**src/rtl/div_pkg.sv**
```systemverilog
// Shared types and sizing helpers for the sequential divider.
// Imported by the divider top and its restoring-step slice.
package div_pkg;

  typedef enum logic [1:0] {
    IDLE = 2'd0,
    CALC = 2'd1,
    DONE = 2'd2
  } div_state_t;

  localparam int DIVIDEND_W_DEF = 16;
  localparam int DIVISOR_W_DEF  = 8;

  // Bits needed to count DIVIDEND_W-1 down to zero; never below 1.
  function automatic int clog2(input int value);
    int r;
    r = 0;
    for (int i = 0; i < 32; i++) begin
      if ((1 << i) < value) r = i + 1;
    end
    return (r < 1) ? 1 : r;
  endfunction

endpackage

```
**src/rtl/div_step.sv**
```systemverilog
// One combinational restoring-division iteration.
// Shift in a dividend bit, compare, conditionally subtract.
module div_step
  import div_pkg::*;
#(
  parameter int DW = DIVISOR_W_DEF
) (
  input  logic [DW:0]   i_rem,
  input  logic          i_bit,
  input  logic [DW-1:0] i_divisor,
  output logic [DW:0]   o_rem,
  output logic          o_q
);

  logic [DW:0] w_shift;
  logic [DW:0] w_div_ext;
  logic        w_ge;
  logic        w_unused;

  // Top bit is always zero on entry since rem < divisor.
  assign w_unused  = i_rem[DW];
  assign w_shift   = {i_rem[DW-1:0], i_bit};
  assign w_div_ext = {1'b0, i_divisor};
  assign w_ge      = (w_shift >= w_div_ext);

  assign o_q   = w_ge;
  assign o_rem = w_ge ? (w_shift - w_div_ext) : w_shift;

endmodule

```
**src/rtl/seq_divider.sv**
```systemverilog
// Sequential unsigned restoring divider, one quotient bit per clock.
// Valid/ready on both sides; results held in DONE until accepted.
module seq_divider
  import div_pkg::*;
#(
  parameter int DIVIDEND_W = DIVIDEND_W_DEF,
  parameter int DIVISOR_W  = DIVISOR_W_DEF
) (
  input  logic                  clk,
  input  logic                  rst,
  input  logic                  in_valid,
  output logic                  in_ready,
  input  logic [DIVIDEND_W-1:0] dividend,
  input  logic [DIVISOR_W-1:0]  divisor,
  output logic                  out_valid,
  input  logic                  out_ready,
  output logic [DIVIDEND_W-1:0] quotient,
  output logic [DIVISOR_W-1:0]  remainder,
  output logic                  div_by_zero
);

  localparam int CW = clog2(DIVIDEND_W);
  localparam logic [CW-1:0] CNT_LAST = CW'(DIVIDEND_W - 1);

  div_state_t            r_state;
  logic [DIVIDEND_W-1:0] r_dsh;
  logic [DIVISOR_W-1:0]  r_div;
  logic [DIVISOR_W:0]    r_rem;
  logic [CW-1:0]         r_cnt;
  logic [DIVIDEND_W-1:0] r_q;
  logic [DIVISOR_W-1:0]  r_r;
  logic                  r_dbz;

  logic [DIVISOR_W:0]    w_rem_nxt;
  logic                  w_qbit;
  logic [DIVIDEND_W-1:0] w_dsh_nxt;

  div_step #(
    .DW(DIVISOR_W)
  ) u_step (
    .i_rem    (r_rem),
    .i_bit    (r_dsh[DIVIDEND_W-1]),
    .i_divisor(r_div),
    .o_rem    (w_rem_nxt),
    .o_q      (w_qbit)
  );

  // Dividend bits leave at the top while quotient bits enter at the bottom.
  assign w_dsh_nxt = {r_dsh[DIVIDEND_W-2:0], w_qbit};

  always_ff @(posedge clk) begin
    if (rst) begin
      r_state <= IDLE;
      r_dsh   <= '0;
      r_div   <= '0;
      r_rem   <= '0;
      r_cnt   <= '0;
      r_q     <= '0;
      r_r     <= '0;
      r_dbz   <= 1'b0;
    end else begin
      unique case (r_state)
        IDLE: begin
          if (in_valid) begin
            r_dsh <= dividend;
            r_div <= divisor;
            r_rem <= '0;
            r_cnt <= CNT_LAST;
            if (divisor == '0) begin
              r_q     <= '1;
              r_r     <= dividend[DIVISOR_W-1:0];
              r_dbz   <= 1'b1;
              r_state <= DONE;
            end else begin
              r_state <= CALC;
            end
          end
        end
        CALC: begin
          r_rem <= w_rem_nxt;
          r_dsh <= w_dsh_nxt;
          r_cnt <= r_cnt - 1'b1;
          if (r_cnt == '0) begin
            r_q     <= w_dsh_nxt;
            r_r     <= w_rem_nxt[DIVISOR_W-1:0];
            r_dbz   <= 1'b0;
            r_state <= DONE;
          end
        end
        DONE: begin
          if (out_ready) r_state <= IDLE;
        end
        default: r_state <= IDLE;
      endcase
    end
  end

  assign in_ready    = (r_state == IDLE);
  assign out_valid   = (r_state == DONE);
  assign quotient    = r_q;
  assign remainder   = r_r;
  assign div_by_zero = r_dbz;

endmodule

```
**config.mk**
```make
export PLATFORM = sky130hd
export DESIGN_NAME = seq_divider
export DESIGN_NICKNAME = d
export VERILOG_FILES = /design/src/rtl/div_pkg.sv /design/src/rtl/div_step.sv /design/src/rtl/seq_divider.sv
export SDC_FILE = /design/constraint.sdc
export NUM_CORES = 1
export LEC_CHECK = 0
export BUFFER_PORTS_ARGS = -buffer_cell sky130_fd_sc_hd__buf_2
export CAP_MARGIN = 5
export CORE_MARGIN = 3
export CORE_UTILIZATION = 58
export DETAILED_ROUTE_END_ITERATION = 8
export PLACE_DENSITY_LB_ADDON = 0.12
export SLEW_MARGIN = 0
export SYNTH_ARGS = -nofsm -noshare
export SYNTH_HDL_FRONTEND = slang
export SYNTH_HIERARCHICAL = 1
export SYNTH_SLANG_ARGS = --single-unit
export TNS_END_PERCENT = 5
```
**constraint.sdc**
```tcl
create_clock -name clk -period 2.65 [get_ports clk]
set_input_delay 0.265 -clock clk [delete_from_list [all_inputs] [get_ports clk]]
set_output_delay 0.265 -clock clk [all_outputs]
set_load 0.005 [all_outputs]
```
# After elaboration in Yosys (flattened, before gate mapping)
# Index checks and enable logic that the tools add are counted.
dict set report word_totals {
  regBits 91
  in_bits 28
  wordCells 49
}
dict set report op_classes {
  add_sub_neg 2
  n_lt_le_gt_ge 1
  n_eq_ne 6
  mux 24
  reduce_logical 8
}
# cell count
set op_table {}
lappend op_table {{16-bit two-way mux} 4}
lappend op_table {{16-bit case mux with 2 select lines} 2}
lappend op_table {{32-bit case mux with 2 select lines} 1}
lappend op_table {{8-bit two-way mux} 5}
lappend op_table {{32-bit zero test} 1}
lappend op_table {{32-bit two-way mux} 1}
lappend op_table {{8-bit case mux with 2 select lines} 2}
lappend op_table {{32-bit by 1-bit subtractor with 32-bit output, second input constant} 1}
lappend op_table {{9-bit by 8-bit greater-or-equal comparator with 1-bit output} 1}
lappend op_table {{8-bit zero test} 1}
lappend op_table {{2-bit two-way mux} 4}
lappend op_table {{8-bit subtractor} 1}
lappend op_table {{2-bit case mux with 3 select lines} 1}
lappend op_table {{2-bit by 1-bit inequality test with 1-bit output, second input constant} 2}
lappend op_table {{2-bit inequality test, second input constant} 2}
lappend op_table {{2-bit AND reduction} 2}
lappend op_table {{4-bit AND reduction} 1}
lappend op_table {{1-bit two-way mux} 3}
lappend op_table {{3-bit AND reduction} 1}
lappend op_table {{2-bit by 1-bit == test with 1-bit output, second input constant} 1}
lappend op_table {{2-bit == test, second input constant} 1}
lappend op_table {{2-bit zero test} 1}
lappend op_table {{1-bit case mux with 2 select lines} 1}
lappend op_table {{2-bit nonzero test} 1}

# Longest topological paths before layout
dict set report logic_depth {
  word_depth 4
  depth_mapped 10
  ltp_nobuf 10
}

# Modules after synthesis
# Netlist, hierarchy kept.
# mod instances cells_each area_per_inst_um2 seq_area_each_um2
set modules_own_cells {}
lappend modules_own_cells {seq_divider 1 470 4097.7 1841.8}
lappend modules_own_cells {div_step 1 76 546.8 0.0}

# Worst setup path after synthesis
# OpenSTA, ideal clock, no wires.
dict set report synth_timing {
  path_kind {register -> register}
  startpoint {reg r_div[4]}
  endpoint {reg r_r[3] (netlist: remainder[3])}
  arrival_time_ns 2.255
  required_ns 2.512
  path_slack_ns 0.257
  stages_incl_launch_ff 11
  path_buffers 1
  period_less_slack_ns 2.393
  path_cell_list {dfxtp_1 > inv_1 > ha_1 > a21o_1 > o21bai_1 > a211o_1 > or2_1 > buf_6 > mux2_4 > mux2i_1 > a221oi_2}
}
dict set report synth_between {
  elab_chain_len 4
}
# item line_no
set synth_rtl {}
lappend synth_rtl {{start, declared} seq_divider.sv:27} ;# logic [DIVISOR_W-1:0] r_div;
lappend synth_rtl {{start signal, assigned} seq_divider.sv:66} ;# r_div <= divisor;
lappend synth_rtl {{9-bit by 8-bit greater-or-equal comparator with 1-bit output} div_step.sv:24} ;# assign w_ge = (w_shift >= w_div_ext);
lappend synth_rtl {{net w_qbit} seq_divider.sv:35} ;# logic w_qbit;
lappend synth_rtl {{8-bit two-way mux} div_step.sv:27} ;# assign o_rem = w_ge ? (w_shift - w_div_ext) : w_shift;
lappend synth_rtl {{net w_rem_nxt[3]} seq_divider.sv:34} ;# logic [DIVISOR_W:0] w_rem_nxt;
lappend synth_rtl {{8-bit two-way mux} seq_divider.sv:83} ;# if (r_cnt == '0) begin
lappend synth_rtl {{8-bit case mux with 2 select lines} seq_divider.sv:62} ;# unique case (r_state)
lappend synth_rtl {{end signal, assigned} seq_divider.sv:71} ;# r_r <= dividend[DIVISOR_W-1:0];
lappend synth_rtl {{end signal, assigned} seq_divider.sv:85} ;# r_r <= w_rem_nxt[DIVISOR_W-1:0];
lappend synth_rtl {{end, declared} seq_divider.sv:31} ;# logic [DIVISOR_W-1:0] r_r;
# The timed path passes the listed nets, and every way through them passes these cells. The select of a mux whose other input is x is not followed.
# A chain may end at the register's enable or synchronous reset.

# Final worst setup path
dict set report layout_timing {
  startpoint {reg r_div[4]}
  endpoint {reg r_r[6] (netlist: remainder[6])}
}
# The elaborated chain is that of the path after synthesis.

==> flow_metrics.tcl <==
set metrics [dict create \
    grt_pass1_wl_um 17120 \
    drt_iter0_drc 175 \
    max-vdd-ir-drop_mv 0.7988 \
    cts_sinks 91 \
    drt-total-wl_um 10540 \
    comb_power_share_pct 43.1 \
    final_nets 615 \
    relSlewSlack_pct 37.61 \
    cp-end-kind "flop" \
    crit_fanout 8 \
    boundaryPins 55 \
    overflow 0 \
    cap_violations 0 \
    grt_pass1_vias 3552 \
    worstPathCellList "inv_1, ha_1, a21o_1, o21bai_1, a211o_1, or2_4, mux2i_1, mux2i_1, a221oi_1" \
    cp.arrival_ns 2.81 \
    antenna_cells 0 \
    post-cts-setup-buffer-count 0 \
    leakagePower_nw 2.038 \
    powerDensity_nw_per_um2 908.9 \
    start_util_pct 61.32 \
    area_delta_synth_final_pct 11.51 \
    rsz0062_at_grt "no" \
    grt.total_usage_pct 24.18 \
    p_seq_share_pct 36.9 \
    root_buffer "clkbuf_8" \
    mostFrequentLayoutCells "dfxtp_1 (91), nor2_1 (81), nand2_1 (61)" \
    syn_area_per_cell_sq_um 8.520 \
    setup.worst_path.class "flop to flop" \
    internal_power_mw 2.804 \
    final_antenna_net_count 0 \
    insertion_delay_ns 0.37 \
    grt_max_degree 60 \
    hold_viol 0 \
    cts_tree "built" \
    worstPathRequired_ns 2.91 \
    ys_warn_count 6 \
    max_freq_mhz 392.3 \
    drcViolationCount 0 \
    syn_area_sq_um 4567 \
    htree_levels 3 \
    syn_nets 574 \
    final.period_utilization_pct 96.18 \
    net-switching-power_mw 1.824 \
    num_vias 3989 \
    timing.critical_path.slowest_stage_cell "a211o_1" \
    cp_num_buf_inv 1 \
    p_clk_share_pct 20.0 \
    die-width_um 94.74 \
    place_hpwl_um 7466 \
    layout_commonest_cell "dfxtp_1" \
    status "finished clean" \
    via_per_inst 5.858 \
    cpMostUsedCell "mux2i_1" \
    path_clk_slew_ns 0.10 \
    skew_ns 0.01503 \
    row_count 31 \
    gp_congestion 0.9336 \
    setup_viol 0 \
    path_delay_family "compound AO/OA/AOI/OAI gates" \
    p_sw_share_pct 39.41 \
    finalSetupTns_ns 0 \
    numCtsBuffers 9 \
    final_max_slew_viol_count 0 \
    design_area_sq_um 5092 \
    syn_inst 536 \
    wire_per_inst_um 15.47 \
    cts_buffer_depth 2 \
    detail_route.first_pass.iterations 5 \
    drive_above_1_share_pct 20.96 \
    antenna_found_initial 0 \
    die_h_um 94.74 \
    hold_path_class "primary input to flop" \
    nFillCells 646 \
    p_total_mw 4.629 \
    final_util_pct 68.38 \
    tightest_slew_ns 0.9340 \
    cpPeakStageDelay_ns 0.37 \
    post-route-min-period_ns 2.549 \
    io_buffers 54 \
    whs_ns 0.1374 \
    dieArea_sq_um 8975 \
    start_kind "flop" \
    core_area_sq_um 7447 \
    placed_area_sq_um 4893 \
]
==> state kept, by name, indices dropped and copies added (netlist names) <==
| register | cells |
|---|---|
| r_dsh | 16 |
| remainder | 8 |
| r_state | 2 |
| div_by_zero | 1 |
| r_cnt | 32 |
| r_div | 8 |
| r_rem | 8 |
| quotient | 16 |
==> per-stage QoR <==
stage	instances	setup slack (ns)
2_1_floorplan	536	0.2668
3_3_place_gp	665	0.1528
3_5_place_dp	665	0.08952
4_1_cts	681	0.1204
5_1_grt	681	0.01047
6_report	681	0.1012
==> path summary, 6_finish.rpt <==
kind / from / endpoint / slack (ns) / cells past startpoint
hold / removal: divisor[6] / r_div[6] / 0.14 / 3
setup / recovery: r_div[4] / remainder[6] / 0.10 / 9
setup reg to reg: r_div[4] / remainder[6] / 0.10 / 9
hold reg to reg: r_div[4] / r_div[4] / 0.46 / 2
==> power groups by stage <==
| stage | clock (mW) | combinational, mW | sequential [mW] |
|---|---|---|---|
| floorplan | 0 | 1.60 | 1.70 |
| global placement | 0 | 1.88 | 1.73 |
| detailed placement | 0 | 1.93 | 1.74 |
| CTS | 0.932 | 1.96 | 1.71 |
| global route | 0.991 | 2.20 | 1.74 |
| finish | 0.924 | 2.00 | 1.71 |
==> area by class of cell <==
type,instances,area (sq um),area share (%)
Multi-Input combinational cell,393,2519,49.46
Tap cell,99,123.9,2.432
Clock inverter,7,67.56,1.327
Inverter,15,56.30,1.106
Clock buffer,9,123.9,2.432
Timing Repair Buffer,67,380.4,7.469
Sequential cell,91,1822,35.77
==> layer usage <==
layer	part of all wire [%]	routed length (um)	track usage, %
met5	0	0	0
met4	1.4	147	8.053
met3	5.2	546	3.745
met2	46	4803	37.46
met1	48	5039	34.38
==> what timing repair did <==
item                                    4_1_cts  5_1_grt
endpoints found under the setup margin        1        1
gates resized for setup                       1        1
pin swaps                                     0        0
hold buffers                                  0        0
==> worst min-delay path: stages <==
cell and delay [ns]:
buf_2 0.10, nand2_1 0.05, a21oi_1 0.05
Power figures use the tool's default switching activity.
